## src/rtl/pipelined_control_unit.sv

```systemverilog
// Control unit for the 4-stage ID/EX/MEM/WB core.
// Decodes the ID opcode into a control bundle and carries it through the
// EX, MEM and WB pipeline registers. Also owns hazard control (memory
// freeze, branch flush and load-use interlock) and a saturating stall counter.
module pipelined_control_unit #(
    parameter int REG_ADDR_W  = 4,
    parameter bit HAZARD_EN   = 1'b1,
    parameter int STALL_CNT_W = 16
) (
    input  logic                   clk,
    input  logic                   rst_n,
    input  logic                   id_valid,
    input  logic [3:0]             id_opcode,
    input  logic [REG_ADDR_W-1:0]  id_rs1,
    input  logic [REG_ADDR_W-1:0]  id_rs2,
    input  logic [REG_ADDR_W-1:0]  id_rd,
    input  logic                   branch_taken,
    input  logic                   mem_busy,
    output logic                   stall_if,
    output logic                   flush_ifid,
    output logic                   ex_valid,
    output logic [1:0]             ex_branch_sel,
    output logic [1:0]             ex_ext_sel,
    output logic                   ex_alu_b_sel,
    output logic [1:0]             ex_alu_ctrl,
    output logic                   ex_set_flags,
    output logic                   mem_valid,
    output logic                   mem_we,
    output logic                   mem_byte,
    output logic [REG_ADDR_W-1:0]  mem_rd,
    output logic                   wb_valid,
    output logic                   wb_rf_we,
    output logic                   wb_sel,
    output logic [REG_ADDR_W-1:0]  wb_rd,
    output logic [STALL_CNT_W-1:0] stall_count
);

    typedef enum logic [3:0] {
        OP_NOP  = 4'h0,
        OP_B    = 4'h1,
        OP_BEQ  = 4'h2,
        OP_BLT  = 4'h3,
        OP_LW   = 4'h4,
        OP_LB   = 4'h5,
        OP_SW   = 4'h6,
        OP_SB   = 4'h7,
        OP_ADD  = 4'h8,
        OP_ADDI = 4'h9,
        OP_SUB  = 4'hA,
        OP_SHR  = 4'hB,
        OP_SHL  = 4'hC
    } opcode_e;

    // Field order follows the decode table; mem_byte rides along at the end.
    typedef struct packed {
        logic [1:0] branch_sel;
        logic       rf_we;
        logic [1:0] ext_sel;
        logic       alu_b_sel;
        logic [1:0] alu_ctrl;
        logic       set_flags;
        logic       mem_we;
        logic       wb_sel;
        logic       mem_byte;
    } ctrl_t;

    typedef struct packed {
        logic                  valid;
        ctrl_t                 ctrl;
        logic [REG_ADDR_W-1:0] rd;
    } ex_stage_t;

    typedef struct packed {
        logic                  valid;
        logic                  rf_we;
        logic                  mem_we;
        logic                  mem_byte;
        logic                  wb_sel;
        logic [REG_ADDR_W-1:0] rd;
    } mem_stage_t;

    typedef struct packed {
        logic                  valid;
        logic                  rf_we;
        logic                  wb_sel;
        logic [REG_ADDR_W-1:0] rd;
    } wb_stage_t;

    localparam logic [STALL_CNT_W-1:0] CNT_ONE = {{(STALL_CNT_W-1){1'b0}}, 1'b1};

    opcode_e    op;
    ctrl_t      dec;
    logic       rs1_used;
    logic       rs2_used;
    logic       freeze;
    logic       flush;
    logic       lu_stall;
    ex_stage_t  ex_q;
    ex_stage_t  ex_next;
    mem_stage_t mem_q;
    wb_stage_t  wb_q;

    assign op = opcode_e'(id_opcode);

    // Opcode decode into the control bundle; undefined opcodes decode to zeros.
    always_comb begin
        // NOTE: every always_comb output gets a default first so no path leaves it unassigned (no latch).
        dec = '0;
        case (op)
            OP_B:    dec = ctrl_t'({2'b01, 1'b0, 2'b10, 1'b0, 2'b01, 1'b1, 1'b0, 1'b0, 1'b0});
            OP_BEQ:  dec = ctrl_t'({2'b10, 1'b0, 2'b10, 1'b0, 2'b01, 1'b1, 1'b0, 1'b0, 1'b0});
            OP_BLT:  dec = ctrl_t'({2'b11, 1'b0, 2'b10, 1'b0, 2'b01, 1'b1, 1'b0, 1'b0, 1'b0});
            OP_LW:   dec = ctrl_t'({2'b00, 1'b1, 2'b00, 1'b0, 2'b00, 1'b0, 1'b0, 1'b1, 1'b0});
            OP_LB:   dec = ctrl_t'({2'b00, 1'b1, 2'b00, 1'b0, 2'b00, 1'b0, 1'b0, 1'b1, 1'b1});
            OP_SW:   dec = ctrl_t'({2'b00, 1'b0, 2'b00, 1'b0, 2'b00, 1'b0, 1'b1, 1'b0, 1'b0});
            OP_SB:   dec = ctrl_t'({2'b00, 1'b0, 2'b00, 1'b0, 2'b00, 1'b0, 1'b1, 1'b0, 1'b1});
            OP_ADD:  dec = ctrl_t'({2'b00, 1'b1, 2'b00, 1'b0, 2'b00, 1'b0, 1'b0, 1'b0, 1'b0});
            OP_ADDI: dec = ctrl_t'({2'b00, 1'b1, 2'b01, 1'b1, 2'b00, 1'b0, 1'b0, 1'b0, 1'b0});
            OP_SUB:  dec = ctrl_t'({2'b00, 1'b1, 2'b00, 1'b0, 2'b01, 1'b0, 1'b0, 1'b0, 1'b0});
            OP_SHR:  dec = ctrl_t'({2'b00, 1'b1, 2'b00, 1'b1, 2'b10, 1'b0, 1'b0, 1'b0, 1'b0});
            OP_SHL:  dec = ctrl_t'({2'b00, 1'b1, 2'b00, 1'b1, 2'b11, 1'b0, 1'b0, 1'b0, 1'b0});
            default: dec = '0;
        endcase
    end

    // Source-register usage of the ID instruction, for the load-use check.
    always_comb begin
        rs1_used = (op != OP_NOP) && (op != OP_B);
        rs2_used = op inside {OP_BEQ, OP_BLT, OP_SW, OP_SB, OP_ADD, OP_SUB};
    end

    // Hazard detection in priority order: freeze, then flush, then load-use.
    always_comb begin
        freeze   = mem_busy;
        flush    = ex_q.valid && (ex_q.ctrl.branch_sel != 2'b00) && branch_taken;
        lu_stall = HAZARD_EN && id_valid && ex_q.valid && ex_q.ctrl.wb_sel &&
                   (ex_q.rd != '0) &&
                   ((rs1_used && (id_rs1 == ex_q.rd)) || (rs2_used && (id_rs2 == ex_q.rd)));
        // Gating with rst_n keeps mem_busy from raising a stall while the core is held in reset.
        stall_if   = rst_n && (freeze || (!flush && lu_stall));
        flush_ifid = rst_n && !freeze && flush;
    end

    // Next EX contents: a bubble on flush or load-use, otherwise the decoded ID instruction.
    always_comb begin
        ex_next = '0;
        if (!flush && !lu_stall && id_valid) begin
            ex_next.valid = 1'b1;
            ex_next.ctrl  = dec;
            ex_next.rd    = id_rd;
        end
    end

    // Pipeline registers: all hold while frozen, otherwise EX loads and MEM/WB advance.
    always_ff @(posedge clk or negedge rst_n) begin
        if (!rst_n) begin
            ex_q  <= '0;
            mem_q <= '0;
            wb_q  <= '0;
        end else if (!freeze) begin
            // NOTE: non-blocking assignments let every stage sample the previous stage's old value on the same edge.
            ex_q           <= ex_next;
            mem_q.valid    <= ex_q.valid;
            mem_q.rf_we    <= ex_q.ctrl.rf_we;
            mem_q.mem_we   <= ex_q.ctrl.mem_we;
            mem_q.mem_byte <= ex_q.ctrl.mem_byte;
            mem_q.wb_sel   <= ex_q.ctrl.wb_sel;
            mem_q.rd       <= ex_q.rd;
            wb_q.valid     <= mem_q.valid;
            wb_q.rf_we     <= mem_q.rf_we;
            wb_q.wb_sel    <= mem_q.wb_sel;
            wb_q.rd        <= mem_q.rd;
        end
    end

    // Saturating count of cycles in which IF was held.
    always_ff @(posedge clk or negedge rst_n) begin
        if (!rst_n) begin
            stall_count <= '0;
        end else if (stall_if && (stall_count != '1)) begin
            stall_count <= stall_count + CNT_ONE;
        end
    end

    assign ex_valid      = ex_q.valid;
    assign ex_branch_sel = ex_q.ctrl.branch_sel;
    assign ex_ext_sel    = ex_q.ctrl.ext_sel;
    assign ex_alu_b_sel  = ex_q.ctrl.alu_b_sel;
    assign ex_alu_ctrl   = ex_q.ctrl.alu_ctrl;
    assign ex_set_flags  = ex_q.ctrl.set_flags;
    assign mem_valid     = mem_q.valid;
    assign mem_we        = mem_q.mem_we;
    assign mem_byte      = mem_q.mem_byte;
    assign mem_rd        = mem_q.rd;
    assign wb_valid      = wb_q.valid;
    assign wb_rf_we      = wb_q.rf_we;
    assign wb_sel        = wb_q.wb_sel;
    assign wb_rd         = wb_q.rd;

endmodule

```

## config.mk

```make
export PLATFORM = sky130hd
export DESIGN_NAME = pipelined_control_unit
export DESIGN_NICKNAME = d
export VERILOG_FILES = /design/src/rtl/pipelined_control_unit.sv
export SDC_FILE = /design/constraint.sdc
export NUM_CORES = 1
export LEC_CHECK = 0
export BUFFER_PORTS_ARGS = -buffer_cell sky130_fd_sc_hd__buf_2
export CAP_MARGIN = 20
export CORE_MARGIN = 1
export CORE_UTILIZATION = 35
export DETAILED_ROUTE_END_ITERATION = 8
export MAX_ROUTING_LAYER = met4
export SETUP_SLACK_MARGIN = 0.05
export SLEW_MARGIN = 20
export SYNTH_ARGS = -nofsm -noshare
export SYNTH_HDL_FRONTEND = slang
export SYNTH_SLANG_ARGS = --single-unit
```

## constraint.sdc

```tcl
create_clock -name clk -period 2.21 [get_ports clk]
set_clock_uncertainty 0.15 [all_clocks]
set_input_delay 0 -clock clk [delete_from_list [all_inputs] [get_ports clk]]
set_output_delay 0 -clock clk [all_outputs]
set_load 0.005 [all_outputs]
```

==> results.md, run 1 <==
* Outcome: complete, but fails checks
* Failing checks: negative setup slack
* I/O pin count at 62
* Fillers at 612
* Worst min-delay path class: in -> reg
* Final period util at 1.01
* Async SR Flop Fraction at 1.00
* Sequential area share after synthesis at 0.526
* Num CTS Buffers at 5
* WP data required at 2.06 ns
* Most frequent cells in the layout: buf_2 (61), dfrtp_1 (47), mux2_2 (17), buf_4 (17), xnor2_1 (15)
* First-pass GRT wire length at 7730 µm
* WP data arrival at 2.09 ns
* Worst setup margin at -0.0279 ns
* Rel. slew slack at 0.571
* GRT overflow at 0
* Post-layout min period at 2.24 ns
* Mapped cell area at 2280 µm²
* Clock H-tree levels at 2
* Post-route antenna net violation count at 0
* CTS tree: yes
* Syn_nets at 221
* Drt initial violations at 114
* Synth Flop Type: dfrtp_1
* Crit path cell chain: nor4_4 -> nor2_1 -> nor4b_2 -> a311o_1 -> buf_6 -> buf_6 -> nor2b_4 -> buf_2
* Hold_sp: mem_busy
* Placed insts at 333
* CP Max Fanout at 2
* Critical path startpoint category: flop
* Delay-heaviest family, CP: simple AND/OR/NAND/NOR gates
* Floorplan die height at 82.8 µm
* Nets@finish at 301
* Met1 Use GR at 0.204
* Gpl congestion at 0.822
* CP startpoint: ex_q[0]$_DFFE_PN0N_
* # port buffers at 61
* GRT busiest layer: met2
* Area Growth Syn to Fin at 30.9%
* Final setup viols at 1
* Core Area at 6310 µm²
* CP max stage cell: dfrtp_1
* Die W at 82.8 µm
* Setup repair after global routing missed its margin: true
* Worst Setup Path Type: reg -> out
* Place WS at -0.00719 ns
* Slew @ Worst Pin at 0.640 ns
* DIE AREA at 6860 µm²
* Peak Freq at 447 MHz
* Ys Warns at 0
* Remaining DRCs at 0
* Netlist cell types at 37
* Most common cell after layout, fill and taps aside: buf_2
* Final core occ at 0.474
* Fin Setup TNS at -0.0279 ns
* Seq cells post-synth at 48
* Crit-path most repeated cell: buf_6
* Drt via density at 4.98
* Detailed-route via count at 1777
* Initial antenna violation count at 0
* M2 GR Usage at 0.243
* Overall power at 2120 µW
* Number of flops mapped to enable cells by yosys at 0
* Largest net degree at the start of global routing at 50
* Mapped Avg Cell Area at 11.5 µm²
* Starting Density at 0.362
* Wire per inst at 14.1 µm
* Max_cap viols at 0
* Leakage at 0.00146 µW
* Layout cells sized above 1 at 0.421
* Drt first pass iters at 4
* Largest stage delay, worst path at 0.41 ns
* Final std cells w/o fill at 357
* Slew Viols, Final at 0
* Clock sink count at 48
* # diodes at 0
* Root buffer cell: clkbuf_8
* CTS clk-pin slew, worst paths at 0.09 ns
* GR Util met3 at 0.0306
* Number of global-route vias before repair at 1680
* Clk_lat worst skew at 0.31 ns
* Buffers and inverters on the worst path at 3
* Gr usage total at 0.158
* PwrDens at 707 nW/µm²
* Crit end category: output port
* RR Startpoint: ex_q[0]$_DFFE_PN0N_
* Synthesized netlist cell count at 199
* Detailed Place HPWL at 3440 µm
* Routed WL at 5020 µm
* Clk buf depth at 2
* Final hold viol count at 0
* Max VDD drop at 0.476 mV
* FP Rows at 29
==> final cells by class <==
type	instances	area, µm²	area share
sequential	48	1200	0.402
multi-input combinational	129	1010	0.336
timing repair buffer	92	578	0.193
tap	77	96.3	0.0322
clock buffer	6	82.6	0.0276
clock inverter	2	15.0	0.00502
inverter	3	11.3	0.00376
==> per-stage QoR <==
stage | instance area [µm²] | hold WS [ns]
detailed placement | 2670 | 0.0255
CTS | 2940 | 0.0258
global route | 2990 | 0.0454
floorplan | 2280 | -0.446
finish | 2990 | 0.0353
global placement | 2670 | 0.0258
==> worst reg2reg max path: stages, from the launching register on <==
cell and delay [ns]:
dfrtp_1 0.41, nor4_4 0.28, nor2_1 0.09, nor4b_2 0.16, a311o_1 0.35, buf_6 0.13, buf_6 0.13, nand3_2 0.06
mux2_2 0.32
==> where the power goes <==
group / switching [µW] / internal (µW) / leakage, µW
sequential: 95.1 / 985 / 0.000633
combinational: 207 / 270 / 0.000785
clock: 305 / 253 / 0.0000434
==> metal layers <==
metal	up-vias	wire, µm
met1	858	2440
met5	-	0
met4	0	78
li1	864	-
met2	48	2270
met3	7	234
==> flip-flops by register name (all words and copies together), names as in the netlist, 2 cells and up <==
| name | count |
|---|---|
| stall_count | 16 |
| mem_rd | 4 |
| ex_alu_ctrl | 2 |
| ex_q | 8 |
| wb_rd | 4 |
| mem_q | 2 |
| ex_branch_sel | 2 |
| ex_ext_sel | 2 |
==> Yosys cell counts (3+ instances only) <==
master,count,area [µm²]
nand4_1,3,18.8
o21ai_0,4,20.0
nor2_1,11,41.3
mux2_2,18,203
a32o_1,6,60.1
dfrtp_1,48,1200
xnor2_1,16,140
nand2_1,13,48.8
nand3_1,14,70.1
xor2_1,5,43.8
inv_1,3,11.3
clkbuf_1,5,18.8
nor4_1,3,18.8
buf_4,10,75.1
a22o_1,8,70.1
and3_1,3,18.8
==> worst paths after layout <==
check                                                    to  slack [ns]  cells after the start
worst max-delay path                               stall_if       -0.03                      8
worst min-delay path              ex_ext_sel[1]$_DFFE_PN0N_        0.04                      4
worst max register to register  stall_count[12]$_DFFE_PN0P_        0.01                      8
worst min register to register          ex_q[6]$_DFFE_PN0N_        0.35                      1
max in group asynchronous               ex_q[3]$_DFFE_PN0N_        1.28                      3
min in group asynchronous              wb_rd[3]$_DFFE_PN0N_        0.20                      3
==> logic make-up (layout without fill, tap and decap cells) <==
group                    Yosys count  count (layout)  share of synthesized area
multiplexers                      18              18                     0.0887
buffers and inverters             22             103                     0.0602
AO/OA/AOI/OAI                     29              29                     0.0997
adder cells (fa/ha/maj)            1               1                    0.00548
XOR/XNOR                          21              21                     0.0805
flip-flops                        48              48                      0.526
AND/OR/NAND/NOR                   60              60                      0.140
==> timing repair <==
action                     CTS  global route
pin swaps                    3             7
hold buffers                10             0
gates resized for setup      7            11
setup endpoints to repair    3            23
buffers inserted             5             1
hold endpoints to repair    62             0
Note: power is estimated with default switching activity, not from simulation.
==> run 2, diff against run 1 <==
--- a/config.mk
+++ b/config.mk
@@ -7,6 +7,7 @@
 export LEC_CHECK = 0
 export BUFFER_PORTS_ARGS = -buffer_cell sky130_fd_sc_hd__buf_2
 export CAP_MARGIN = 20
+export CORE_ASPECT_RATIO = 2
 export CORE_MARGIN = 1
 export CORE_UTILIZATION = 35
 export DETAILED_ROUTE_END_ITERATION = 8
==> run 2 against run 1 <==
Via count rose by 1.5%. Maximum frequency rose by 1.8%. Global-route usage rose by 0.96 points. The run now ends clean. Combinational power fell by 11%. Sequential power barely moved. Critical path type unchanged. Cell count rose by 2.0%. Die area rose by 0.28%.
==> results.md, run 2 (same netlist as run 1, synthesis figures left out) <==
* WP data required at 2.06 ns (about the same)
* Final std cells w/o fill at 364 (+2.0%)
* Overall power at 2490 µW (+18%)
* I/O pin count at 62 (unchanged)
* Area Growth Syn to Fin at 33.4%
* Hold WS at 0.0803 ns (+0.0450 ns)
* Final setup viols at 0 (-1)
* Core Area at 6310 µm² (about the same)
* Floorplan die height at 116 µm (+40%)
* Critical path startpoint category: flop
* FP Rows at 41 (+41%)
* DIE AREA at 6870 µm² (+0.28%)
* Worst min-delay path class: in -> reg
* Largest net degree at the start of global routing at 50 (unchanged)
* Nets@finish at 299 (-0.66%)
* Die W at 59.1 µm (-29%)
* Initial antenna violation count at 0 (unchanged)
* Placed insts at 339 (+1.8%)
* Detailed-route via count at 1804 (+1.5%)
* Layout cells sized above 1 at 0.414 (-0.00776)
* Leakage at 0.00148 µW (+1.1%)
* First-pass GRT wire length at 8340 µm (+7.9%)
* Post-layout min period at 2.20 ns (-0.0390 ns)
* GRT overflow at 0 (unchanged)
* WL met3 at 171 µm (-27%)
* Number of global-route vias before repair at 1750 (+4.2%)
* Clock sink count at 48 (unchanged)
* Max_cap viols at 0 (unchanged)
* Slew Viols, Final at 0 (unchanged)
* Post-route antenna net violation count at 0 (unchanged)
* Outcome: completed
* Most frequent cells in the layout: buf_2 (61), dfrtp_1 (46), mux2_2 (18), buf_4 (17), xnor2_1 (16)
* Peak Freq at 455 MHz (+1.8%)
* Setup repair after global routing missed its margin: true
* CTS tree: yes
* # port buffers at 61 (unchanged)
* Root buffer cell: clkbuf_16
* Final core occ at 0.483 (+0.00901)
* Slew @ Worst Pin at 0.606 ns (-0.0337 ns)
* Crit end category: output port
* Clk_lat worst skew at 0.29 ns (-0.02 ns)
* Rel. slew slack at 0.596 (+0.0254)
* Metal2 WL at 2910 µm (+28%)
* Clk buf depth at 2 (unchanged)
* Routed WL at 5320 µm (+5.9%)
* WL met1 at 2110 µm (-14%)
* Remaining DRCs at 0 (unchanged)
* Worst Setup Path Type: reg -> out
* Gr usage total at 0.168 (+0.00961)
* Drt via density at 4.96 (-0.43%)
* Uppermost layer routed: met4
* Final hold viol count at 0 (unchanged)
* Drt first pass iters at 4 (unchanged)
* Largest register FFs at 16 (unchanged)
* CTS clk-pin slew, worst paths at 0.07 ns (-0.02 ns)
* Largest regs: stall_count: 16 flops, ex_q: 8 flops
* WP data arrival at 2.05 ns (-0.04 ns)
* Final period util at 0.995 (-0.0176)
* Reg with most FFs: stall_count
* Max VDD drop at 0.466 mV (-2.0%)
* CP Max Fanout at 3 (+1)
* # diodes at 0 (unchanged)
* Detailed Place HPWL at 3820 µm (+11%)
* Num CTS Buffers at 5 (unchanged)
* Most common cell after layout, fill and taps aside: buf_2
* Clock H-tree levels at 2 (unchanged)
* Starting Density at 0.362 (about the same)
* Drt initial violations at 97 (-15%)
* Wire per inst at 14.6 µm (+3.8%)
* PwrDens at 818 nW/µm² (+16%)
* Gpl congestion at 0.814 (-0.95%)
run 2: cell count changes in the layout (fill, tap and decap cells not counted), moves of 2 or more:
cell | before | now
clkbuf_16 | 0 | 5
buf_6 | 4 | 2
bufinv_16 | 0 | 2
clkbuf_8 | 6 | 0
clkinvlp_4 | 2 | 0
run 2: routing by layer:
metal  track usage  up-vias
met3        0.0199        8
met1         0.185      873
met4        0.0746        0
met2         0.295       62
li1              -      861
met5             -        -
run 2: final timing paths:
| kind | from | endpoint | slack [ns] | depth (start not counted) |
|---|---|---|---|---|
| worst max register to register | ex_q[2]$_DFFE_PN0N_ | stall_count[1]$_DFFE_PN0P_ | 0.02 | 7 |
| worst min-delay path | mem_busy | ex_ext_sel[1]$_DFFE_PN0N_ | 0.08 | 4 |
| worst max-delay path | ex_q[2]$_DFFE_PN0N_ | stall_if | 0.01 | 7 |
| max in group asynchronous | rst_n | ex_q[1]$_DFFE_PN0N_ | 1.25 | 3 |
| min in group asynchronous | rst_n | mem_q[4]$_DFFE_PN0N_ | 0.21 | 3 |
| worst min register to register | stall_count[11]$_DFFE_PN0P_ | stall_count[11]$_DFFE_PN0P_ | 0.34 | 1 |
run 2: timing repair:
action | CTS | global route
resized for setup | 7 | 6
endpoints found under the hold margin | 56 | 1
gates cloned | 0 | 0
setup endpoints to repair | 18 | 25
buffers inserted | 6 | 1
hold buffers | 9 | 1
pin swaps | 3 | 3
run 2: where the power goes:
part / switching, µW / internal, µW
sequential: 104 / 987
clock: 328 / 652
combinational: 187 / 236
total: 619 / 1870
run 2: per-stage QoR:
step                instance area [µm²]  setup TNS, ns  worst slack (ns)
floorplan                          2280              0             0.155
global placement                   2660              0            0.0441
detailed placement                 2660        -0.0309           -0.0115
CTS                                3010              0            0.0514
global route                       3050         -0.131           -0.0316
finish                             3050              0            0.0111
run 2: worst max-delay path: stages, from the launching register on:
cell and delay (ns):
dfrtp_2 0.43, nor4_2 0.28, nor2_1 0.09, nor4b_2 0.17
a311o_2 0.40, buf_6 0.13, nor2b_1 0.12, buf_2 0.14
run 2: cell type report:
class | count | area [µm²]
repair buffers | 90 | 556
clock inverters | 3 | 68.8
flip-flops and latches | 48 | 1200
fillers | 592 | 3260
clock buffers | 5 | 125
well taps | 86 | 108
multi-input cells | 129 | 975
inverters | 3 | 11.3
==> run 3, diff against run 2 <==
==> constraint.sdc (replaced) <==
create_clock -name clk -period 2.75 [get_ports clk]
set_clock_uncertainty 0.15 [all_clocks]
set_input_delay 0 -clock clk [delete_from_list [all_inputs] [get_ports clk]]
set_output_delay 0 -clock clk [all_outputs]
set_load 0.005 [all_outputs]
==> run 3 against run 2 <==
Hold slack got worse by 0.078 ns. Critical path type unchanged. Combinational power fell by 27%. Count of clock-buffer cells in the layout rose by 1. Sequential share of layout area rose by 2.5 points. Cell count fell by 3.8%. Non-clock buffer count fell by 14. Clock power fell by 37%. Critical path depth did not move. Sequential power fell by 19%. Wire length fell by 3.1%.
==> results.md, run 3 (same netlist as run 1, synthesis figures left out) <==
* Hold_sp: id_opcode[3]
* Post-layout min period at 2.30 ns
* Drt initial violations at 114 (+18%)
* Die W at 59.1 µm (unchanged)
* Final hold viol count at 0 (unchanged)
* Most frequent cells in the layout: buf_2 (61), dfrtp_1 (48), mux2_2 (18), xnor2_1 (16), nand3_1 (14)
* WP data required at 2.60 ns (+0.54 ns)
* CTS tree: yes
* Rel. slew slack at 0.549 (-0.0475)
* Fin Setup TNS at 0 ns (unchanged)
* Final setup viols at 0 (unchanged)
* Gr usage total at 0.171 (+0.00281)
* CTS clk-pin slew, worst paths at 0.06 ns (about the same)
* FP Rows at 41 (unchanged)
* Number of global-route vias before repair at 1765 (+0.86%)
* First-pass GRT wire length at 8400 µm (+0.83%)
* Crit end category: output port
* Clock sink count at 48 (unchanged)
* Setup repair bufs after CTS at 0 (-6)
* Post-route antenna net violation count at 0 (unchanged)
* Slew @ Worst Pin at 0.670 ns (+0.0641 ns)
* Slew Viols, Final at 0 (unchanged)
* Most common cell after layout, fill and taps aside: buf_2
* Fillers at 619 (+4.6%)
* Drt first pass iters at 6 (+2)
* PwrDens at 632 nW/µm² (-23%)
* Clock H-tree levels at 2 (unchanged)
* Worst Setup Path Type: reg -> out
* Final core occ at 0.454 (-0.0292)
* Num CTS Buffers at 5 (unchanged)
* Critical R2R Capture: stall_count[1]$_DFFE_PN0P_
* Drt via density at 5.01 (+1.1%)
* Hold depth at 2 (-2)
* Area Growth Syn to Fin at 25.3%
* GRT overflow at 0 (unchanged)
* Max VDD drop at 0.401 mV (-14%)
* R2R setup slack at 0.48 ns (+0.46 ns)
* Worst min-delay path class: in -> reg
* CP Max Fanout at 19 (+16)
* Nets@finish at 285 (-4.7%)
* Largest regs: stall_count: 16 flops, ex_q: 8 flops
* Layout cells sized above 1 at 0.352 (-0.0614)
* Largest net degree at the start of global routing at 50 (unchanged)
* Largest register FFs at 16 (unchanged)
* I/O pin count at 62 (unchanged)
* Reg with most FFs: stall_count
* WHS Endpoint: ex_ext_sel[0]$_DFFE_PN0N_
* WP data arrival at 2.15 ns (+0.10 ns)
* Detailed Place HPWL at 3790 µm (-0.87%)
* Setup repair after global routing missed its margin: false
* Detailed-route via count at 1753 (-2.8%)
* Clk_lat worst skew at 0.29 ns (about the same)
* Remaining DRCs at 0 (unchanged)
* Starting Density at 0.362 (unchanged)
* Routed WL at 5150 µm (-3.1%)
* FF+latch area at 1200 µm² (-0.21%)
* Peak Freq at 435 MHz
* Gpl congestion at 0.798 (-1.9%)
* Outcome: completed
* Critical path startpoint category: flop
* Footprint of the multi-input gates at 946 µm² (-3.0%)
* Wire per inst at 14.7 µm (+0.79%)
* Max_cap viols at 0 (unchanged)
* Leakage at 0.00138 µW (-6.7%)
* DIE AREA at 6870 µm² (unchanged)
* Worst r2r path cells at 7 (unchanged)
* Floorplan die height at 116 µm (unchanged)
* Initial antenna violation count at 0 (unchanged)
* Clk buf depth at 2 (unchanged)
* Core Area at 6310 µm² (unchanged)
* # port buffers at 61 (unchanged)
* RR Startpoint: ex_q[0]$_DFFE_PN0N_
* Root buffer cell: clkbuf_16
* # diodes at 0 (unchanged)
* Final period util at 0.836
[run 3: changes by cell type in the layout (fill, tap and decap cells not counted), sizes merged]
cell	delta
clkinvlp	+2
inv	-1
buf	-14
clkbuf	+1
bufinv	-2
[run 3: per-stage QoR]
stage                     hold WS, ns  total power, µW  cells  worst slack (ns)  cell area (µm²)
after CTS                     0.00699             1840    350             0.473             2860
after floorplan                -0.446             1060    199             0.695             2280
after global routing           0.0235             1920    350             0.344             2860
after global placement         0.0248             1190    332             0.559             2610
final                         0.00278             1810    350             0.451             2860
after detailed placement       0.0190             1200    332             0.508             2610
[run 3: cell type report]
class	count	area share
clock inverters	2	0.00524
multi-input cells	129	0.330
well taps	86	0.0376
clock buffers	6	0.0485
repair buffers	76	0.155
flip-flops and latches	48	0.420
inverters	3	0.00393
[run 3: worst max-delay path, stage by stage (launching register included)]
cell	delay (ns)
dfrtp_1	0.44
nor4_1	0.32
nor2_1	0.10
nor4b_1	0.15
a311o_1	0.33
buf_4	0.21
nor2b_1	0.15
buf_2	0.16
[run 3: how the worst max path moves through the flow]
stage                                    from                          to  slack [ns]
after floorplan           ex_q[0]$_DFFE_PN0N_  stall_count[1]$_DFFE_PN0P_        0.69
after global placement    ex_q[1]$_DFFE_PN0N_  stall_count[1]$_DFFE_PN0P_        0.56
after detailed placement  ex_q[0]$_DFFE_PN0N_  stall_count[1]$_DFFE_PN0P_        0.51
after CTS                 ex_q[0]$_DFFE_PN0N_                    stall_if        0.47
after global routing      ex_q[1]$_DFFE_PN0N_                    stall_if        0.34
final                     ex_q[0]$_DFFE_PN0N_                    stall_if        0.45
[run 3: report_power, final]
| group | total, µW | internal [µW] | switching [µW] |
|---|---|---|---|
| sequential | 879 | 793 | 85.9 |
| clock | 620 | 361 | 258 |
| combinational | 310 | 171 | 139 |
| total | 1810 | 1330 | 483 |
[run 3: per-layer routing]
metal  track usage  part of all wire  up-vias
met5             -                 0        -
met2         0.309              0.56       54
met4        0.0714             0.018        0
met1         0.174              0.38      861
met3        0.0332             0.042        6
li1              -                 -      832
[run 3: what timing repair did]
item                       in CTS  in global routing
hold buffers                   10                  0
gates resized for setup         0                  0
hold endpoints to repair       56                  0
setup endpoints to repair       0                  0
